<file path="src/rtl/csma_backoff_if.sv">
// Channel-access interface between the tx scheduler and the CSMA/CA backoff block.
interface csma_backoff_if;
  logic       ch_idle;
  logic       tx_req;
  logic       tx_done;
  logic [7:0] difs_us;
  logic [4:0] slot_us;
  logic [3:0] cw_exp;
  logic       tx_grant;
  logic       backoff_busy;
  logic [9:0] backoff_left;

  modport master (
    output ch_idle, tx_req, tx_done, difs_us, slot_us, cw_exp,
    input  tx_grant, backoff_busy, backoff_left
  );

  modport slave (
    input  ch_idle, tx_req, tx_done, difs_us, slot_us, cw_exp,
    output tx_grant, backoff_busy, backoff_left
  );
endinterface

</file>
<file path="src/rtl/csma_backoff.sv">
// CSMA/CA defer + random slot backoff ahead of a pending transmission.
// Defers DIFS of continuous idle, counts down idle slots (frozen on busy,
// which forces a fresh DIFS), then grants the medium until tx_done.
module csma_backoff #(
  parameter int unsigned CLK_PER_US = 100,
  parameter logic [15:0] LFSR_SEED  = 16'hACE1
) (
  input logic          clk,
  input logic          rstn,
  csma_backoff_if.slave bus
);

  localparam int unsigned TICK_W = 16;
  localparam int unsigned LEFT_W = 10;
  localparam int unsigned CW_MAX = 10;
  // x^16+x^14+x^13+x^11+1, right-shifting Galois form
  localparam logic [TICK_W-1:0] LFSR_TAPS = 16'hB400;

  typedef enum logic [1:0] {
    IDLE      = 2'd0,
    WAIT_DIFS = 2'd1,
    BACKOFF   = 2'd2,
    GRANT     = 2'd3
  } state_t;

  state_t              state, state_d;
  logic [TICK_W-1:0]   difs_ticks, slot_ticks, slot_len;
  logic [TICK_W-1:0]   idle_cnt, idle_cnt_d;
  logic [TICK_W-1:0]   slot_cnt, slot_cnt_d;
  logic [TICK_W:0]     idle_next, slot_next;
  logic [TICK_W-1:0]   lfsr, lfsr_d;
  logic [LEFT_W-1:0]   left, left_d, cw_mask;
  logic                grant, grant_d;

  // Tick targets re-registered every cycle so config changes land one cycle later
  always_ff @(posedge clk) begin
    if (!rstn) begin
      difs_ticks <= '0;
      slot_ticks <= '0;
    end else begin
      difs_ticks <= TICK_W'(32'(bus.difs_us) * CLK_PER_US);
      slot_ticks <= TICK_W'(32'(bus.slot_us) * CLK_PER_US);
    end
  end

  // Contention-window mask and counter look-ahead values
  always_comb begin
    if (bus.cw_exp >= 4'(CW_MAX)) begin
      cw_mask = '1;
    end else begin
      cw_mask = LEFT_W'((11'd1 << bus.cw_exp) - 11'd1);
    end
    slot_len  = (slot_ticks == '0) ? TICK_W'(1) : slot_ticks;
    idle_next = {1'b0, idle_cnt} + 17'd1;
    slot_next = {1'b0, slot_cnt} + 17'd1;
    lfsr_d    = {1'b0, lfsr[TICK_W-1:1]} ^ (lfsr[0] ? LFSR_TAPS : '0);
  end

  // Next-state, counter and output decode
  always_comb begin
    state_d    = state;
    idle_cnt_d = idle_cnt;
    slot_cnt_d = slot_cnt;
    left_d     = left;
    grant_d    = 1'b0;
    unique case (state)
      IDLE: begin
        if (bus.tx_req) begin
          left_d     = lfsr[LEFT_W-1:0] & cw_mask;
          idle_cnt_d = '0;
          state_d    = WAIT_DIFS;
        end
      end
      WAIT_DIFS: begin
        if (!bus.tx_req) begin
          left_d     = '0;
          idle_cnt_d = '0;
          state_d    = IDLE;
        end else if (!bus.ch_idle) begin
          idle_cnt_d = '0;
        end else if (idle_next >= {1'b0, difs_ticks}) begin
          idle_cnt_d = '0;
          slot_cnt_d = '0;
          state_d    = (left == '0) ? GRANT : BACKOFF;
        end else begin
          idle_cnt_d = idle_next[TICK_W-1:0];
        end
      end
      BACKOFF: begin
        if (!bus.tx_req) begin
          left_d     = '0;
          slot_cnt_d = '0;
          state_d    = IDLE;
        end else if (!bus.ch_idle) begin
          // busy wins over a coinciding slot completion
          slot_cnt_d = '0;
          idle_cnt_d = '0;
          state_d    = WAIT_DIFS;
        end else if (slot_next >= {1'b0, slot_len}) begin
          slot_cnt_d = '0;
          left_d     = left - LEFT_W'(1);
          if (left == LEFT_W'(1)) begin
            state_d = GRANT;
          end
        end else begin
          slot_cnt_d = slot_next[TICK_W-1:0];
        end
      end
      GRANT: begin
        if (bus.tx_done) begin
          state_d = IDLE;
        end else begin
          grant_d = 1'b1;
        end
      end
      default: state_d = IDLE;
    endcase
  end

  // State, counters, LFSR and registered outputs
  always_ff @(posedge clk) begin
    if (!rstn) begin
      state    <= IDLE;
      idle_cnt <= '0;
      slot_cnt <= '0;
      left     <= '0;
      grant    <= 1'b0;
      lfsr     <= LFSR_SEED;
    end else begin
      state    <= state_d;
      idle_cnt <= idle_cnt_d;
      slot_cnt <= slot_cnt_d;
      left     <= left_d;
      grant    <= grant_d;
      lfsr     <= lfsr_d;
    end
  end

  assign bus.tx_grant     = grant;
  assign bus.backoff_left = left;
  assign bus.backoff_busy = (state == WAIT_DIFS) || (state == BACKOFF);

endmodule

</file>
<file path="src/flat_wrapper.sv">
// flat-port wrapper written by rule: the top's interface ports become plain ports
module csma_backoff_flat 
#(
  parameter int unsigned CLK_PER_US = 100,
  parameter logic [15:0] LFSR_SEED  = 16'hACE1
)
  (clk, rstn, bus_ch_idle, bus_tx_req, bus_tx_done, bus_difs_us, bus_slot_us, bus_cw_exp, bus_tx_grant, bus_backoff_busy, bus_backoff_left);
  csma_backoff_if bus_i ();
  input logic clk;
  input logic rstn;
  input wire logic [$bits(bus_i.ch_idle)-1:0] bus_ch_idle;
  input wire logic [$bits(bus_i.tx_req)-1:0] bus_tx_req;
  input wire logic [$bits(bus_i.tx_done)-1:0] bus_tx_done;
  input wire logic [$bits(bus_i.difs_us)-1:0] bus_difs_us;
  input wire logic [$bits(bus_i.slot_us)-1:0] bus_slot_us;
  input wire logic [$bits(bus_i.cw_exp)-1:0] bus_cw_exp;
  output wire logic [$bits(bus_i.tx_grant)-1:0] bus_tx_grant;
  output wire logic [$bits(bus_i.backoff_busy)-1:0] bus_backoff_busy;
  output wire logic [$bits(bus_i.backoff_left)-1:0] bus_backoff_left;
  assign bus_i.ch_idle = bus_ch_idle;
  assign bus_i.tx_req = bus_tx_req;
  assign bus_i.tx_done = bus_tx_done;
  assign bus_i.difs_us = bus_difs_us;
  assign bus_i.slot_us = bus_slot_us;
  assign bus_i.cw_exp = bus_cw_exp;
  assign bus_tx_grant = bus_i.tx_grant;
  assign bus_backoff_busy = bus_i.backoff_busy;
  assign bus_backoff_left = bus_i.backoff_left;
  csma_backoff #(.CLK_PER_US(CLK_PER_US), .LFSR_SEED(LFSR_SEED)) u_core (.clk(clk), .rstn(rstn), .bus(bus_i));
endmodule
</file>
<file path="config.mk">
export PLATFORM = sky130hd
export DESIGN_NAME = csma_backoff_flat
export DESIGN_NICKNAME = d
export VERILOG_FILES = /design/src/rtl/csma_backoff_if.sv /design/src/rtl/csma_backoff.sv /design/src/flat_wrapper.sv
export SDC_FILE = /design/constraint.sdc
export NUM_CORES = 1
export LEC_CHECK = 0
export BUFFER_PORTS_ARGS = -buffer_cell sky130_fd_sc_hd__buf_2
export CORE_UTILIZATION = 25
export CTS_CLUSTER_DIAMETER = 60
export DETAILED_ROUTE_END_ITERATION = 6
export HOLD_SLACK_MARGIN = 0.15
export SKIP_LAST_GASP = 1
export SYNTH_ARGS = -nofsm -noshare
export SYNTH_HDL_FRONTEND = slang
export SYNTH_SLANG_ARGS = --single-unit
export TNS_END_PERCENT = 1
</file>
<file path="constraint.sdc">
create_clock -name clk -period 4.6 [get_ports clk]
set_input_delay 0.23 -clock clk [delete_from_list [all_inputs] [get_ports clk]]
set_output_delay 0.23 -clock clk [all_outputs]
set_load 0.005 [all_outputs]
</file>
# Word level (Yosys, flattened, before mapping)
# Index checks and enable logic that the tools add are counted.
# word_totals
regBits	93
output_inout_bits	12
word_cells	86
# classes
addsub	4
multipliers	2
order_cmp	3
eq_ne	18
n_shift	1
mux	35
bitwise	2
n_reduce_logical	11
# ops
operator	count
16-bit 2-to-1 mux	14
10-bit 2-to-1 mux	6
16-bit case mux with 3 select lines	1
16-bit by 1-bit adder with 17-bit output (second input constant)	2
17-bit by 16-bit greater-or-equal comparator with 1-bit output	2
16-bit case mux with 2 select lines	1
10-bit case mux with 3 select lines	1
10-bit by 1-bit subtractor with 10-bit output (second input constant)	2
2-bit 2-to-1 mux	9
16-bit logical NOT	1
15-bit by 16-bit bitwise XOR with 16-bit output	1
2-bit != test (second input constant)	7
8-bit by 5-bit multiplier with 13-bit output (second input constant)	1
10-bit AND	1
10-bit by 1-bit == test with 1-bit output (second input constant)	1
10-bit logical NOT	1
5-bit by 5-bit multiplier with 10-bit output (second input constant)	1
1-bit by 4-bit << shifter with 10-bit output (first input constant)	1
4-bit by 3-bit != test with 1-bit output (second input constant)	2
2-bit case mux with 4 select lines	1
4-bit AND reduction	2
3-bit by 2-bit != test with 1-bit output (second input constant)	2
3-bit != test (second input constant)	2
6-bit AND reduction	1
other kinds (11)	13

# Logic depth before layout (Yosys ltp)
# Gate-level depths: netlist of the first run.
# logic_depth
ltp_word	7
ltp_mapped	15
depth_no_buf	13

# Least setup slack after synthesis of the first run
# OpenSTA, ideal clock, no wires.
# synth_timing
kind	register -> register
from	register u_core.idle_cnt[0]
to	register u_core.idle_cnt[0]
setup_time_ns	0.063
arrival_ns	3.154
required_ns	4.537
path_slack_ns	1.383
path_stages_with_launch	15
path_cell_list	dfxtp_1 ha_1 clkbuf_1 nand3_1 xnor2_1 ha_1 a21oi_1 o21ai_1 a2111oi_0 o211ai_1 or4_1 buf_2 buf_6 mux2_2 nor2_2
# synth_between
elab_chain_cells	6
# synth_rtl
element	line_no	rtl
start, declared	csma_backoff.sv:28	logic [TICK_W-1:0] idle_cnt, idle_cnt_d;
start signal, assigned	csma_backoff.sv:131	idle_cnt <= idle_cnt_d;
16-bit by 1-bit adder with 17-bit output *	csma_backoff.sv:54	idle_next = {1'b0, idle_cnt} + 17'd1;
17-bit by 16-bit greater-or-equal comparator with 1-bit output	csma_backoff.sv:81	end else if (idle_next >= {1'b0, difs_ticks}) begin
16-bit 2-to-1 mux *	csma_backoff.sv:81	
16-bit 2-to-1 mux *	csma_backoff.sv:79	end else if (!bus.ch_idle) begin
16-bit 2-to-1 mux *	csma_backoff.sv:75	if (!bus.tx_req) begin
16-bit case mux with 3 select lines *	csma_backoff.sv:66	unique case (state)
# Mark *: on every way between the ends. The rest lies on a longest branch, timed or not.
# A chain may end at the register's enable or synchronous reset.

# Final worst setup path of the first run
# layout_timing
from	register u_core.idle_cnt[2]
to	register u_core.idle_cnt[9]
# Same word-level chain as after synthesis.

==> impl_results.md, run 1 <==
- Outcome: completed
- Postcts setup bufs: 0
- Total negative setup slack: 0 ns
- Core Area: around 21000 um^2
- Worst skew pair latency: roughly 0.34 ns
- Req. time, crit path: around 4.9 ns
- Die width: 150 um
- Max-slew violations: 0
- CTS max path bufs: 2
- Final std cells w/o fill: approximately 950
- Simple-gate share of the synthesized area: between 20% and 30%
- Vias per std cell: between 4 and 5
- Top cell type's share of synthesized area: 30.6%
- Synth top area cells: dfxtp_1 31%, ha_1 18%, xnor2_1 4.5%
- Setup violations, final: 0
- Clock period minus worst slack: 3.68 ns
- Clk pin slew, worst setup/hold paths: approximately 0.06 ns
- Max frequency: ~0.27 GHz
- Wire length per cell: roughly 12 um
- Top cells by count, synth: 84 x dfxtp_1, 78 x ha_1, 55 x inv_1
- Initial antenna violation count: 0
- Setup repair after global routing missed its margin: false
- Inst Count DP: approximately 920
- Mux cell area share after synthesis: less than 1%
- FILL cells: about 2200
- Hold_ws: about 0.27 ns
- CTS Root Buffer Type: clkbuf_16
- PwrDens: around 320 nW/um^2
- Synth async-reset ratio: 0%
- Final HPWL DP: between 8 and 9 mm
- Clock Sinks: 84
- Final WL: 11.5 mm
- CTS buffer count: 9
- Nets@finish: 771
- M1 GR Usage: around 15%
- Slew @ Worst Pin: about 0.64 ns
- Vias in the first global route: 4182
- Cell taking the most area after synthesis: dfxtp_1
- Peak supply drop: around 0.15 mV
- Relative slew slack: 57.5%
- Area growth syn-to-layout: 14.2%
- Initial Util: between 20% and 30%
- Die Ht: between 150 and 200 um
- Tightest Hold Check Type: in -> reg
- Post-Syn Area: about 5500 um^2
- Clock H-tree levels: 3
- Largest net degree at the start of global routing: 50
- Worst Setup Start Kind: flop
- Post-synthesis sequential area ratio: around 30%
- Gr ovfl total: 0
- Met3 Use GR: 2.76%
- PortBufs: 33
- WS Path Type: reg -> reg
- IO Pins: 34
- Worst-path maximum fanout: 15
- GR peak layer: met2
- Mapped Cells: about 640
- Tot GR Track Use: 11.0%
- CP endpoint kind: flop
- Yosys warns: 0
- Setup Skew: 0.00801 ns
- Synth Area in Compound Gates: 15.7%
- Critical Path AT: 3.97 ns
- # Max-Cap Violations: 0
- CTS tree: built
- Post-synthesis register bit count: 84
- Placer Congestion: slightly below 0.8
- Post-Synth XOR/XNOR Area: under 10%
- Fin. Hold Viols: 0
- Vias: between 4000 and 5000
- DR DRC count: 0
- First-pass GRT wire length: 19.8 mm
- Post-Synth Adder-Cell Area: roughly a fifth
- Most frequent cell after synthesis: dfxtp_1
- Synth Flop Type: dfxtp_1
- Initial DRC Count: 180
- DRT Pass-1 Iters: 4
- Crit share post-route: 80.0%
- Die area: between 20000 and 25000 um^2
- Static Leak: ~2.7 nW
- Mapped Avg Cell Area: 8.56 um^2
- Met2 Use GR: 17.3%
- Routed Antenna Nets: 0
- Share of layout cells above drive strength 1: under 10%
- Rows: 53
- Synth unique cells: 59
- Synth Net Count: approximately 750
- Largest family of logic cells by synthesized area: simple AND/OR/NAND/NOR gates
- EDFF count, synth: 0
## layer usage
metal	share of wire, %	wire length [um]
met5	0	0
met4	1.2	139
met3	3.5	405
met2	44	5030
met1	52	5920
## kinds of logic (layout without fill, tap and decap cells)
| kind of cell | count (synthesis) | count (layout) |
|---|---|---|
| AO/OA/AOI/OAI | 125 | 125 |
| XOR/XNOR | 39 | 39 |
| adder cells (fa/ha/maj) | 82 | 82 |
| buffers and inverters | 86 | 116 |
| flip-flops | 84 | 84 |
| multiplexers | 2 | 2 |
| other | 0 | 1 |
| AND/OR/NAND/NOR | 224 | 224 |
## layout make-up
type                    count  area [um^2]  area share [%]
inverters                  55          206            3.29
repair buffers             45          273            4.35
multi-input cells         472         3470            55.3
clock inverters             4         48.8           0.778
flip-flops and latches     84         1680            26.8
well taps                 275          344            5.48
diodes                      1         2.50          0.0399
clock buffers              12          246            3.93
## worst max-delay path, cell delays in order, from the launching register on
cell	delay [ns]
dfxtp_1	0.41
and4_1	0.27
and4_1	0.43
nand3_1	0.14
xnor2_1	0.29
ha_1	0.30
and4_1	0.17
a31oi_1	0.17
o211ai_1	0.20
or4_1	0.80
o211ai_1	0.27
o211a_1	0.17
## stage by stage
stage               area [um^2]  power [mW]  utilization, %  setup WS (ns)
floorplan                  5500        1.17               -           1.38
global placement           5910        1.28            27.7          0.975
detailed placement         5910        1.28            27.7          0.926
CTS                        6270        2.02            29.5          0.900
global route               6270        2.13            29.5          0.637
finish                     6270        1.99            29.5          0.921
## path summary, 6_finish.rpt
| kind | depth (start not counted) | slack, ns | start | to |
|---|---|---|---|---|
| max | 11 | 0.92 | u_core.idle_cnt[2]$_SDFFE_PN0P_ | u_core.idle_cnt[9]$_SDFFE_PN0P_ |
| min | 3 | 0.27 | bus_difs_us[3] | u_core.difs_ticks[5]$_SDFF_PN0_ |
| max reg2reg | 11 | 0.92 | u_core.idle_cnt[2]$_SDFFE_PN0P_ | u_core.idle_cnt[9]$_SDFFE_PN0P_ |
| min reg2reg | 1 | 0.41 | u_core.lfsr[12]$_SDFF_PN0_ | u_core.lfsr[11]$_SDFF_PN1_ |
## layout by cell type, fill, tap and decap left out, types with 9 or more instances in the layout
cell | Yosys | final
clkbuf_16 | 0 | 9
inv_1 | 55 | 55
o211ai_1 | 9 | 9
dfxtp_1 | 84 | 84
nor3_1 | 9 | 9
buf_2 | 4 | 33
nand3_1 | 23 | 23
xor2_1 | 11 | 11
o21ai_0 | 22 | 21
nand2_1 | 41 | 41
nand4_1 | 10 | 10
and2_1 | 24 | 24
nor2_1 | 44 | 44
nand2b_1 | 21 | 21
a21oi_1 | 36 | 36
and3_1 | 13 | 13
ha_1 | 78 | 78
xnor2_1 | 28 | 28
## power by group
| part | internal (mW) | switching [mW] | total (mW) |
|---|---|---|---|
| combinational | 0.200 | 0.258 | 0.458 |
| clock | 0.435 | 0.285 | 0.720 |
| sequential | 0.782 | 0.0296 | 0.812 |
## state kept, by name (all words and copies together) (netlist names)
signal / cells
u_core.bus.backoff_left: 10
u_core.slot_ticks: 10
u_core.state: 2
u_core.idle_cnt: 16
u_core.difs_ticks: 13
u_core.slot_cnt: 16
u_core.lfsr: 16
u_core.bus.tx_grant: 1
## what timing repair did
item	4_1_cts	5_1_grt
gates resized for setup	0	0
hold buffers	7	0
endpoints found under the hold margin	7	0
Power figures use the tool's default switching activity.
==> inputs of run 2 (changes only) <==
--- a/config.mk
+++ b/config.mk
@@ -5,6 +5,7 @@
 export SDC_FILE = /design/constraint.sdc
 export NUM_CORES = 1
 export LEC_CHECK = 0
+export ABC_AREA = 1
 export BUFFER_PORTS_ARGS = -buffer_cell sky130_fd_sc_hd__buf_2
 export CORE_UTILIZATION = 25
 export CTS_CLUSTER_DIAMETER = 60
==> constraint.sdc (replaced) <==
create_clock -name clk -period 3.6 [get_ports clk]
set_input_delay 0.18 -clock clk [delete_from_list [all_inputs] [get_ports clk]]
set_output_delay 0.18 -clock clk [all_outputs]
set_load 0.005 [all_outputs]
==> run 2 against run 1 <==
Against the previous run: clock power up 24%; final cell count is 22% higher; critical path depth increased by 7; hold slack lost 0.11 ns; count of clock-buffer cells in the layout down 3; worst setup slack worse by 0.48 ns; register-to-register slack lost 0.46 ns; critical endpoint is now u_core.difs_ticks[13]$_SDFF_PN0_.
==> impl_results.md, run 2 <==
- Outcome: completed
- Cell internal pwr: 2.14 mW
- Area growth syn-to-layout: 14.2%
- M1 GR Usage: around 14%
- Resized Gates After CTS: 0
- Placer Congestion: about 0.84
- Crit path buf inv count: 4
- Mapped Avg Cell Area: 7.01 um^2
- Final worst slack: approximately 0.44 ns
- First-pass GRT wire length: 22.3 mm
- Worst skew pair latency: 0.35 ns
- Clock Sinks: 84
- Slew @ Worst Pin: between 0.8 and 0.9 ns
- Top cells by count, synth: 182 x nand2_1, 152 x inv_1, 98 x nor2_1
- CTS buffer count: 9
- Share of layout cells above drive strength 1: under 10%
- Hold_ws: approximately 0.16 ns
- Max-slew violations: 0
- Synth async-reset ratio: 0%
- Initial antenna violation count: 0
- Top cell type's share of synthesized area: around 29%
- Most frequent cell after synthesis: nand2_1
- Final std cells w/o fill: about 1200
- Final HPWL DP: roughly 10 mm
- Largest net degree at the start of global routing: 57
- FILL cells: around 2500
- Commonest non-fill, non-tap cell in the layout: nand2_1
- Gr ovfl total: 0
- Core Area: ~23000 um^2
- CTS Root Buffer Type: clkbuf_16
- Yosys warns: 0
- CP peak stage delay: between 0.5 and 0.6 ns
- Vias: roughly 5000
- Req. time, crit path: between 3 and 4 ns
- Wire length per cell: between 10 and 15 um
- Synth Net Count: a little over 900
- Mapped Cells: between 800 and 900
- Nets@finish: about 980
- Initial Util: roughly 26%
- CP most frequent cell: nand2_1
- Static Leak: around 3.4 nW
- Max frequency: ~0.32 GHz
- EDFF count, synth: 0
- Slowest CP cell: dlygate4sd3_1
- Tightest Hold Check Type: in -> reg
- Clock period minus worst slack: between 3 and 4 ns
- Vias per std cell: ~4.3
- Setup Skew: a little over 0.01 ns
- P_sw: 1.54 mW
- CTS max path bufs: 2
- Fin. Hold Viols: 0
- Vias in the first global route: a little under 5000
- PortBufs: 33
- Final WL: between 10 and 15 mm
- CP top delay family: adder cells
- Commonest non-fill, non-tap cells in the layout: 182 x nand2_1, 152 x inv_1, 98 x nor2_1
- Synth top area cells: dfxtp_1 29%, ha_1 17%, nand2_1 12%
- DR DRC count: 0
- Critical Path AT: between 3 and 4 ns
- Sw frac: between 40% and 50%
- Die width: between 150 and 200 um
- Initial DRC Count: 245
- GR peak layer: met2
- Setup repair after global routing missed its margin: false
- Met2 Use GR: roughly a fifth
- Relative slew slack: 45.4%
- # Max-Cap Violations: 0
- Die area: between 20000 and 25000 um^2
- Setup violations, final: 0
- Worst-path maximum fanout: 5
- Peak supply drop: between 0.2 and 0.25 mV
- Inst Count DP: approximately 1100
- Worst-path cell chain: dlygate4sd3_1 -> buf_2 -> ha_1 -> ha_1 -> inv_1 -> fa_1 -> inv_1 -> ha_1 -> a21oi_1 -> nand2_1 -> nand2_1 -> nand2_1 -> a21oi_1 -> nor2_1 -> o21ai_0 -> nand3_1 -> nand2_1 -> nor2_1
- Synth unique cells: 42
- Met3 Use GR: roughly 2.2%
- Post-synthesis sequential area ratio: 28.9%
- WS Path Type: in -> reg
- Tot GR Track Use: about 12%
- Total negative setup slack: 0 ns
- # diodes: 0
- Biggest regs: u_core.idle_cnt x16, u_core.lfsr x16, u_core.slot_cnt x16
- Post-synthesis register bit count: 84
- CTS tree: built
- Post-Syn Area: 5820 um^2
- Comb power frac: between 40% and 50%
- Cell taking the most area after synthesis: dfxtp_1
- Place WS: between 0.4 and 0.5 ns
- PwrDens: 554 nW/um^2
- Worst Setup Start Kind: input port
- Flop pwr share: 33.3%
- DRT Pass-1 Iters: 4
- IO Pins: 34
- Clock H-tree levels: 3
- Routed Antenna Nets: 0
- Rows: 55
- Synth Flop Type: dfxtp_1
- Die Ht: ~150 um
- CP endpoint kind: flop
- Crit share post-route: between 80 and 90%
- Clk pwr share: between 20 and 25%
- Clk pin slew, worst setup/hold paths: about 0.070 ns
-- run 2: cell count changes after synthesis, moves of 11 or more --
cell | previous run | this run
and2_1 | 24 | 0
and3_1 | 13 | 0
clkbuf_1 | 23 | 8
inv_1 | 55 | 152
nand2_1 | 41 | 182
nand2b_1 | 21 | 0
nand3_1 | 23 | 34
nor2_1 | 44 | 98
xnor2_1 | 28 | 6
xor2_1 | 11 | 23
-- run 2: timing repair --
item,in CTS,in global routing
endpoints found under the hold margin,6,0
setup buffers,0,0
hold buffers,6,0
-- run 2: path summary, 6_finish.rpt --
path / startpoint / end / slack, ns / cells past startpoint
setup / recovery: bus_difs_us[2] / u_core.difs_ticks[13]$_SDFF_PN0_ / 0.44 / 18
hold / removal: bus_tx_done / u_core.bus.tx_grant$_SDFF_PN0_ / 0.16 / 3
setup reg to reg: u_core.idle_cnt[0]$_SDFFE_PN0P_ / u_core.slot_cnt[8]$_SDFFE_PN0P_ / 0.46 / 16
hold reg to reg: u_core.lfsr[12]$_SDFF_PN0_ / u_core.lfsr[11]$_SDFF_PN1_ / 0.41 / 1
-- run 2: stage by stage --
| stage | utilization [%] | total power, mW | area, um^2 |
|---|---|---|---|
| 4_1_cts | 29.3 | 3.72 | 6650 |
| 2_1_floorplan | - | 2.42 | 5820 |
| 5_1_grt | 29.3 | 4.02 | 6650 |
| 3_3_place_gp | 27.8 | 2.79 | 6300 |
| 3_5_place_dp | 27.8 | 2.80 | 6300 |
| 6_report | 29.3 | 3.68 | 6650 |
-- run 2: worst min-delay path, cell delays in order --
cell and delay, ns:
buf_2 0.08, or2_2 0.13, nor2_1 0.06
-- run 2: metal layers --
metal / vias to the layer above / wire [um]
met4: 0 / 329
li1: 2711 / -
met3: 22 / 353
met5: - / 0
met2: 61 / 5870
met1: 2253 / 6360
-- run 2: final cells by class --
cell class | count | area (um^2) | area share, %
Sequential cell | 84 | 1680 | 25.3
Clock inverter | 7 | 61.3 | 0.922
Multi-Input combinational cell | 579 | 3490 | 52.6
Clock buffer | 9 | 225 | 3.39
Tap cell | 285 | 357 | 5.36
Inverter | 155 | 582 | 8.75
Timing Repair Buffer | 42 | 248 | 3.73
-- run 2: power by group through the flow --
stage	sequential [mW]	clock (mW)	combinational (mW)
2_1_floorplan	1.22	0	1.20
3_3_place_gp	1.25	0	1.54
3_5_place_dp	1.25	0	1.55
4_1_cts	1.23	0.922	1.57
5_1_grt	1.25	0.961	1.82
6_report	1.23	0.894	1.56
-- run 2: cell families after synthesis --
logic type | Yosys count | synth area share (%)
XOR/XNOR | 29 | 4.36
buffers and inverters | 168 | 11.1
adder cells (fa/ha/maj) | 82 | 18.1
AND/OR/NAND/NOR | 381 | 29.2
AO/OA/AOI/OAI | 87 | 8.27
flip-flops | 84 | 28.9
